$ cat src/rtl/lsm_sequencer.sv
// LDM/STM register-list sequencer: walks REG_LIST lowest-first, one MOC-handshaked word per register.
// Optional MOC watchdog enabled by defining LSM_TIMEOUT_EN.
module lsm_sequencer #(
  parameter int unsigned ADDR_W      = 32,
  parameter int unsigned WORD_BYTES  = 4
`ifdef LSM_TIMEOUT_EN
  , parameter int unsigned MOC_TIMEOUT = 255
`endif
) (
  input  logic              CLK,
  input  logic              RESET,
  input  logic              START,
  input  logic [15:0]       REG_LIST,
  input  logic              P_BIT,
  input  logic              U_BIT,
  input  logic              L_BIT,
  input  logic [ADDR_W-1:0] BASE,
  input  logic              MOC,
  output logic              MEM_REQ,
  output logic              MEM_RW,
  output logic [ADDR_W-1:0] ADDR,
  output logic [3:0]        REG_SEL,
  output logic              BUSY,
  output logic              LSM_END,
  output logic [ADDR_W-1:0] WB_ADDR,
  output logic              ERR
);

  localparam logic [ADDR_W-1:0] STRIDE = ADDR_W'(WORD_BYTES);

  typedef enum logic [2:0] {
    S_IDLE,
    S_SETUP,
    S_REQ,
    S_NEXT,
    S_DONE
  } state_t;

  state_t            state;
  logic [15:0]       list_q;
  logic              p_q;
  logic              u_q;
  logic [ADDR_W-1:0] base_q;

  logic [15:0]       list_rem_c;
  logic [ADDR_W-1:0] span_c;
  logic [ADDR_W-1:0] addr0_c;
  logic              timeout_c;

  function automatic logic [4:0] popcount16(input logic [15:0] v);
    logic [4:0] c;
    c = '0;
    for (int i = 0; i < 16; i++) c = c + 5'(v[i]);
    return c;
  endfunction

  function automatic logic [3:0] lowest_bit(input logic [15:0] v);
    logic [3:0] r;
    r = '0;
    for (int i = 15; i >= 0; i--) if (v[i]) r = 4'(i);
    return r;
  endfunction

  // Remaining list once the current register is done, total span, and first address by P/U mode.
  always_comb begin
    list_rem_c = list_q & ~(16'h0001 << REG_SEL);
    span_c     = ADDR_W'(popcount16(list_q)) * STRIDE;
    case ({p_q, u_q})
      2'b01:   addr0_c = base_q;
      2'b11:   addr0_c = base_q + STRIDE;
      2'b00:   addr0_c = base_q - span_c + STRIDE;
      default: addr0_c = base_q - span_c;
    endcase
  end

`ifdef LSM_TIMEOUT_EN
  localparam int unsigned CNT_W = (MOC_TIMEOUT > 255) ? $clog2(MOC_TIMEOUT + 1) : 8;

  logic [CNT_W-1:0] wd_cnt;

  assign timeout_c = (state == S_REQ) && !MOC && (wd_cnt == CNT_W'(MOC_TIMEOUT - 1));

  // Watchdog counts consecutive REQ cycles of the current word; ERR is sticky until the next START.
  always_ff @(posedge CLK or negedge RESET) begin
    if (!RESET) begin
      wd_cnt <= '0;
      ERR    <= 1'b0;
    end else begin
      wd_cnt <= (state == S_REQ) ? wd_cnt + CNT_W'(1) : '0;
      if (state == S_IDLE && START) ERR <= 1'b0;
      else if (timeout_c)           ERR <= 1'b1;
    end
  end
`else
  assign timeout_c = 1'b0;
  assign ERR       = 1'b0;
`endif

  // Sequencer FSM; outputs are registered alongside each state transition.
  always_ff @(posedge CLK or negedge RESET) begin
    if (!RESET) begin
      state   <= S_IDLE;
      list_q  <= '0;
      p_q     <= 1'b0;
      u_q     <= 1'b0;
      base_q  <= '0;
      MEM_REQ <= 1'b0;
      MEM_RW  <= 1'b0;
      ADDR    <= '0;
      REG_SEL <= '0;
      BUSY    <= 1'b0;
      LSM_END <= 1'b0;
      WB_ADDR <= '0;
    end else begin
      case (state)
        S_IDLE: begin
          if (START) begin
            list_q <= REG_LIST;
            p_q    <= P_BIT;
            u_q    <= U_BIT;
            MEM_RW <= L_BIT;
            base_q <= BASE;
            BUSY   <= 1'b1;
            state  <= S_SETUP;
          end
        end
        S_SETUP: begin
          WB_ADDR <= u_q ? base_q + span_c : base_q - span_c;
          ADDR    <= addr0_c;
          if (list_q == 16'h0000) begin
            LSM_END <= 1'b1;
            state   <= S_DONE;
          end else begin
            REG_SEL <= lowest_bit(list_q);
            MEM_REQ <= 1'b1;
            state   <= S_REQ;
          end
        end
        S_REQ: begin
          if (MOC) begin
            MEM_REQ <= 1'b0;
            state   <= S_NEXT;
          end else if (timeout_c) begin
            MEM_REQ <= 1'b0;
            LSM_END <= 1'b1;
            state   <= S_DONE;
          end
        end
        S_NEXT: begin
          list_q <= list_rem_c;
          ADDR   <= ADDR + STRIDE;
          if (list_rem_c != 16'h0000) begin
            REG_SEL <= lowest_bit(list_rem_c);
            MEM_REQ <= 1'b1;
            state   <= S_REQ;
          end else begin
            LSM_END <= 1'b1;
            state   <= S_DONE;
          end
        end
        S_DONE: begin
          LSM_END <= 1'b0;
          BUSY    <= 1'b0;
          MEM_RW  <= 1'b0;
          state   <= S_IDLE;
        end
        default: state <= S_IDLE;
      endcase
    end
  end

endmodule
$ cat config.mk
export PLATFORM = sky130hd
export DESIGN_NAME = lsm_sequencer
export DESIGN_NICKNAME = d
export VERILOG_FILES = /design/src/rtl/lsm_sequencer.sv
export SDC_FILE = /design/constraint.sdc
export NUM_CORES = 1
export LEC_CHECK = 0
export ABC_AREA = 1
export BUFFER_PORTS_ARGS = -buffer_cell sky130_fd_sc_hd__buf_2
export CORE_MARGIN = 1
export CORE_UTILIZATION = 45
export DETAILED_ROUTE_END_ITERATION = 6
export PLACE_DENSITY = 0.69
export SYNTH_ARGS = -nofsm -noshare
export SYNTH_HDL_FRONTEND = slang
export SYNTH_SLANG_ARGS = --single-unit
$ cat constraint.sdc
create_clock -name CLK -period 6.4 [get_ports CLK]
set_input_delay 0.32 -clock CLK [delete_from_list [all_inputs] [get_ports CLK]]
set_output_delay 0.32 -clock CLK [all_outputs]
set_load 0.05 [all_outputs]
==> metrics.cfg <==
[cts]
clock_latency_ns=0.44
cts_buffers=17
path_clk_slew_ns=0.07
cts_max_level=4
cts_sinks=125
post-cts-setup-buffers=0
tritoncts=yes
cts_root_buf=clkbuf_16
clock_path_buffers=2

[sta]
slew-limit-headroom_pct=30.46
timing.setup.tns_ns=0
tightestPinTransition_ns=1.043
hold_violations=0
max_freq_ghz=0.1648
setup_violations=0
rsz0062_at_grt=false
slew_viol_final=0
skew_ns=0.009638
min_period_over_period_pct=94.81
fin_crit_ns=6.068

[route]
via_per_inst=5.602
vias=11630
drt-total-wl_um=37670
drtIter0Drc=953
drc=2
drt_pass1_iterations=7
ant_nets=0
wl_per_cell_um=18.15

[floorplanning]
start_util_pct=45.73
io-pin-count=128
core_area_um2=24250
die_y_um=159.0
die_w_um=159.0
row_count=57
die_area_um2=25270

[finish]
layout-drive-gt1-share_pct=19.46
antennaDiodeCount=0
fill_cells=2475
regArea_um2=3128
area_delta_synth_final_pct=12.88
nets=1828
multi_input_area_um2=6929

[logic_synthesis]
netlist_instances=1646
synth-edff-count=0
synth_nets=1735
synth-seq-cells=125
synth_area_leaders=dfrtp_1, nand2_1, inv_1, o21ai_0, nand3_1
synth_most_common_cell=nand2_1
synth_top_cells_by_count=nand2_1, inv_1, nor2_1, dfrtp_1, o21ai_0
ys_seq_area_share_pct=28.21
synth_cell_types=61
ys_async_sr_fraction_pct=100.0
ys.flop_type=dfrtp_1
synth_area_um2=11090
syn_area_per_cell_um2=6.736
ys_warn_count=0
yosysTopAreaCell=dfrtp_1
yosysTopAreaCellShare_pct=28.21

[place]
port_buffers=126
place.gp.congestion=0.9691
hpwl_um=28430

[global_routing]
grt_pass1_vias=11260
grt-ovfl-total=0
grt_pass1_wl_um=60020
grt_max_degree=82
antenna_found_initial=0
track_usage_pct=30.21

[outcome]
outcome=complete, but fails checks
violations=design-rule violations

[worst_setup_path]
reg2reg_to=ADDR[30]
cp-start-kind=flop
startpoint=list_q[11]
rrSetupSlack_ns=0.33
end_kind=flop
rr_worst_depth=25
timing_worst_setup_path_type=flop to flop
required_ns=6.77
cp_max_fo=5
r2r_start=list_q[11]
arrival_ns=6.44

[flow_run]
cap_violations=0

[hold_path]
hold_path.class=input port to asynchronous set/reset pin

==> kinds of logic after synthesis <==
group / count (synthesis) / synth area share [%]
flip-flops: 125 / 28.21
adder cells (fa/ha/maj): 34 / 4.649
buffers and inverters: 250 / 9.490
other: 1 / 0.03382
AO/OA/AOI/OAI: 327 / 17.24
AND/OR/NAND/NOR: 888 / 38.72
XOR/XNOR: 21 / 1.659
==> how the worst max path moves through the flow <==
stage | slack [ns] | end | depth (start not counted)
final | 0.33 | ADDR[30] | 25
after CTS | 0.26 | WB_ADDR[25] | 23
after global placement | 0.36 | ADDR[28] | 29
after detailed placement | 0.35 | WB_ADDR[25] | 23
after floorplan | 1.00 | ADDR[28] | 25
after global routing | 0.03 | ADDR[28] | 25
==> worst max-delay path, cell delays in order (launching register included) <==
cell and delay [ns]:
dfrtp_1 0.41, inv_1 0.10, fa_1 0.57, fa_1 0.46, fa_1 0.48, fa_1 0.50
inv_1 0.04, ha_1 0.20, fa_2 0.60, fa_1 0.48, o21ai_2 0.23, ha_1 0.19
inv_1 0.07, a21oi_1 0.20, nand3_1 0.18, nor2_4 0.16, nand3_4 0.10, nor2_4 0.21
nand3_2 0.17, nor2_4 0.15, nand2_1 0.06, nand2_1 0.06, nand3_1 0.06, nand2_1 0.10
nand2_1 0.09, a21oi_2 0.12
==> repair_timing <==
action                                  4_1_cts  5_1_grt
hold buffers                                  0        0
endpoints found under the setup margin        0        5
resized for setup                             0        3
==> state kept, by name (all words and copies together) (netlist names), 3 cells and up <==
signal / cells
ADDR: 32
list_q: 16
WB_ADDR: 32
base_q: 32
state: 3
REG_SEL: 4
==> metal layers <==
layer,up-vias,GRT usage [%],share of wire (%)
met4,0,14.20,4.3
met2,440,52.03,49
met1,5465,37.32,41
met5,-,0,0
met3,105,4.246,5.2
li1,5619,-,-
==> placed cells by master, fill, tap and decap left out, types with 4 or more instances in the layout <==
master and instances:
a21oi_1 103, a21oi_2 9, a22oi_1 5, a31oi_1 11, and2_1 5, buf_2 125
buf_4 16, clkbuf_16 17, clkinv_4 6, dfrtp_1 125, fa_1 11, ha_1 21
inv_1 164, inv_2 13, nand2_1 448, nand2_2 44, nand2_4 14, nand3_1 116
nand3_2 17, nand4_1 30, nor2_1 123, nor2_2 20, nor2_4 23, nor2_8 4
nor3_1 26, nor4_1 4, o211ai_1 19, o21a_1 6, o21ai_0 120, o21ai_1 11
o21ai_2 7, o221ai_1 15, o22ai_1 6, xor2_1 21
==> cell type report <==
class | instances | area share [%]
sequential | 125 | 24.99
timing repair buffer | 141 | 5.958
multi-input combinational | 1271 | 55.36
tap | 324 | 3.239
clock inverter | 15 | 1.510
inverter | 183 | 5.538
clock buffer | 17 | 3.399
==> per-stage QoR <==
stage | area (µm²) | hold WS [ns] | utilization, % | setup slack (ns) | instances
after global routing | 12520 | 0.08912 | 51.62 | 0.02510 | 2076
after detailed placement | 11890 | 0.4537 | 49.05 | 0.3458 | 2044
after global placement | 11890 | 0.4501 | 49.05 | 0.3572 | 2044
after floorplan | 11090 | 0.02441 | - | 1.000 | 1646
after CTS | 12510 | 0.07032 | 51.58 | 0.2638 | 2076
final | 12520 | 0.02737 | 51.62 | 0.3320 | 2076
Power is not shown: default switching activity piles up to over one toggle a cycle in this logic, so the estimate is an artifact.
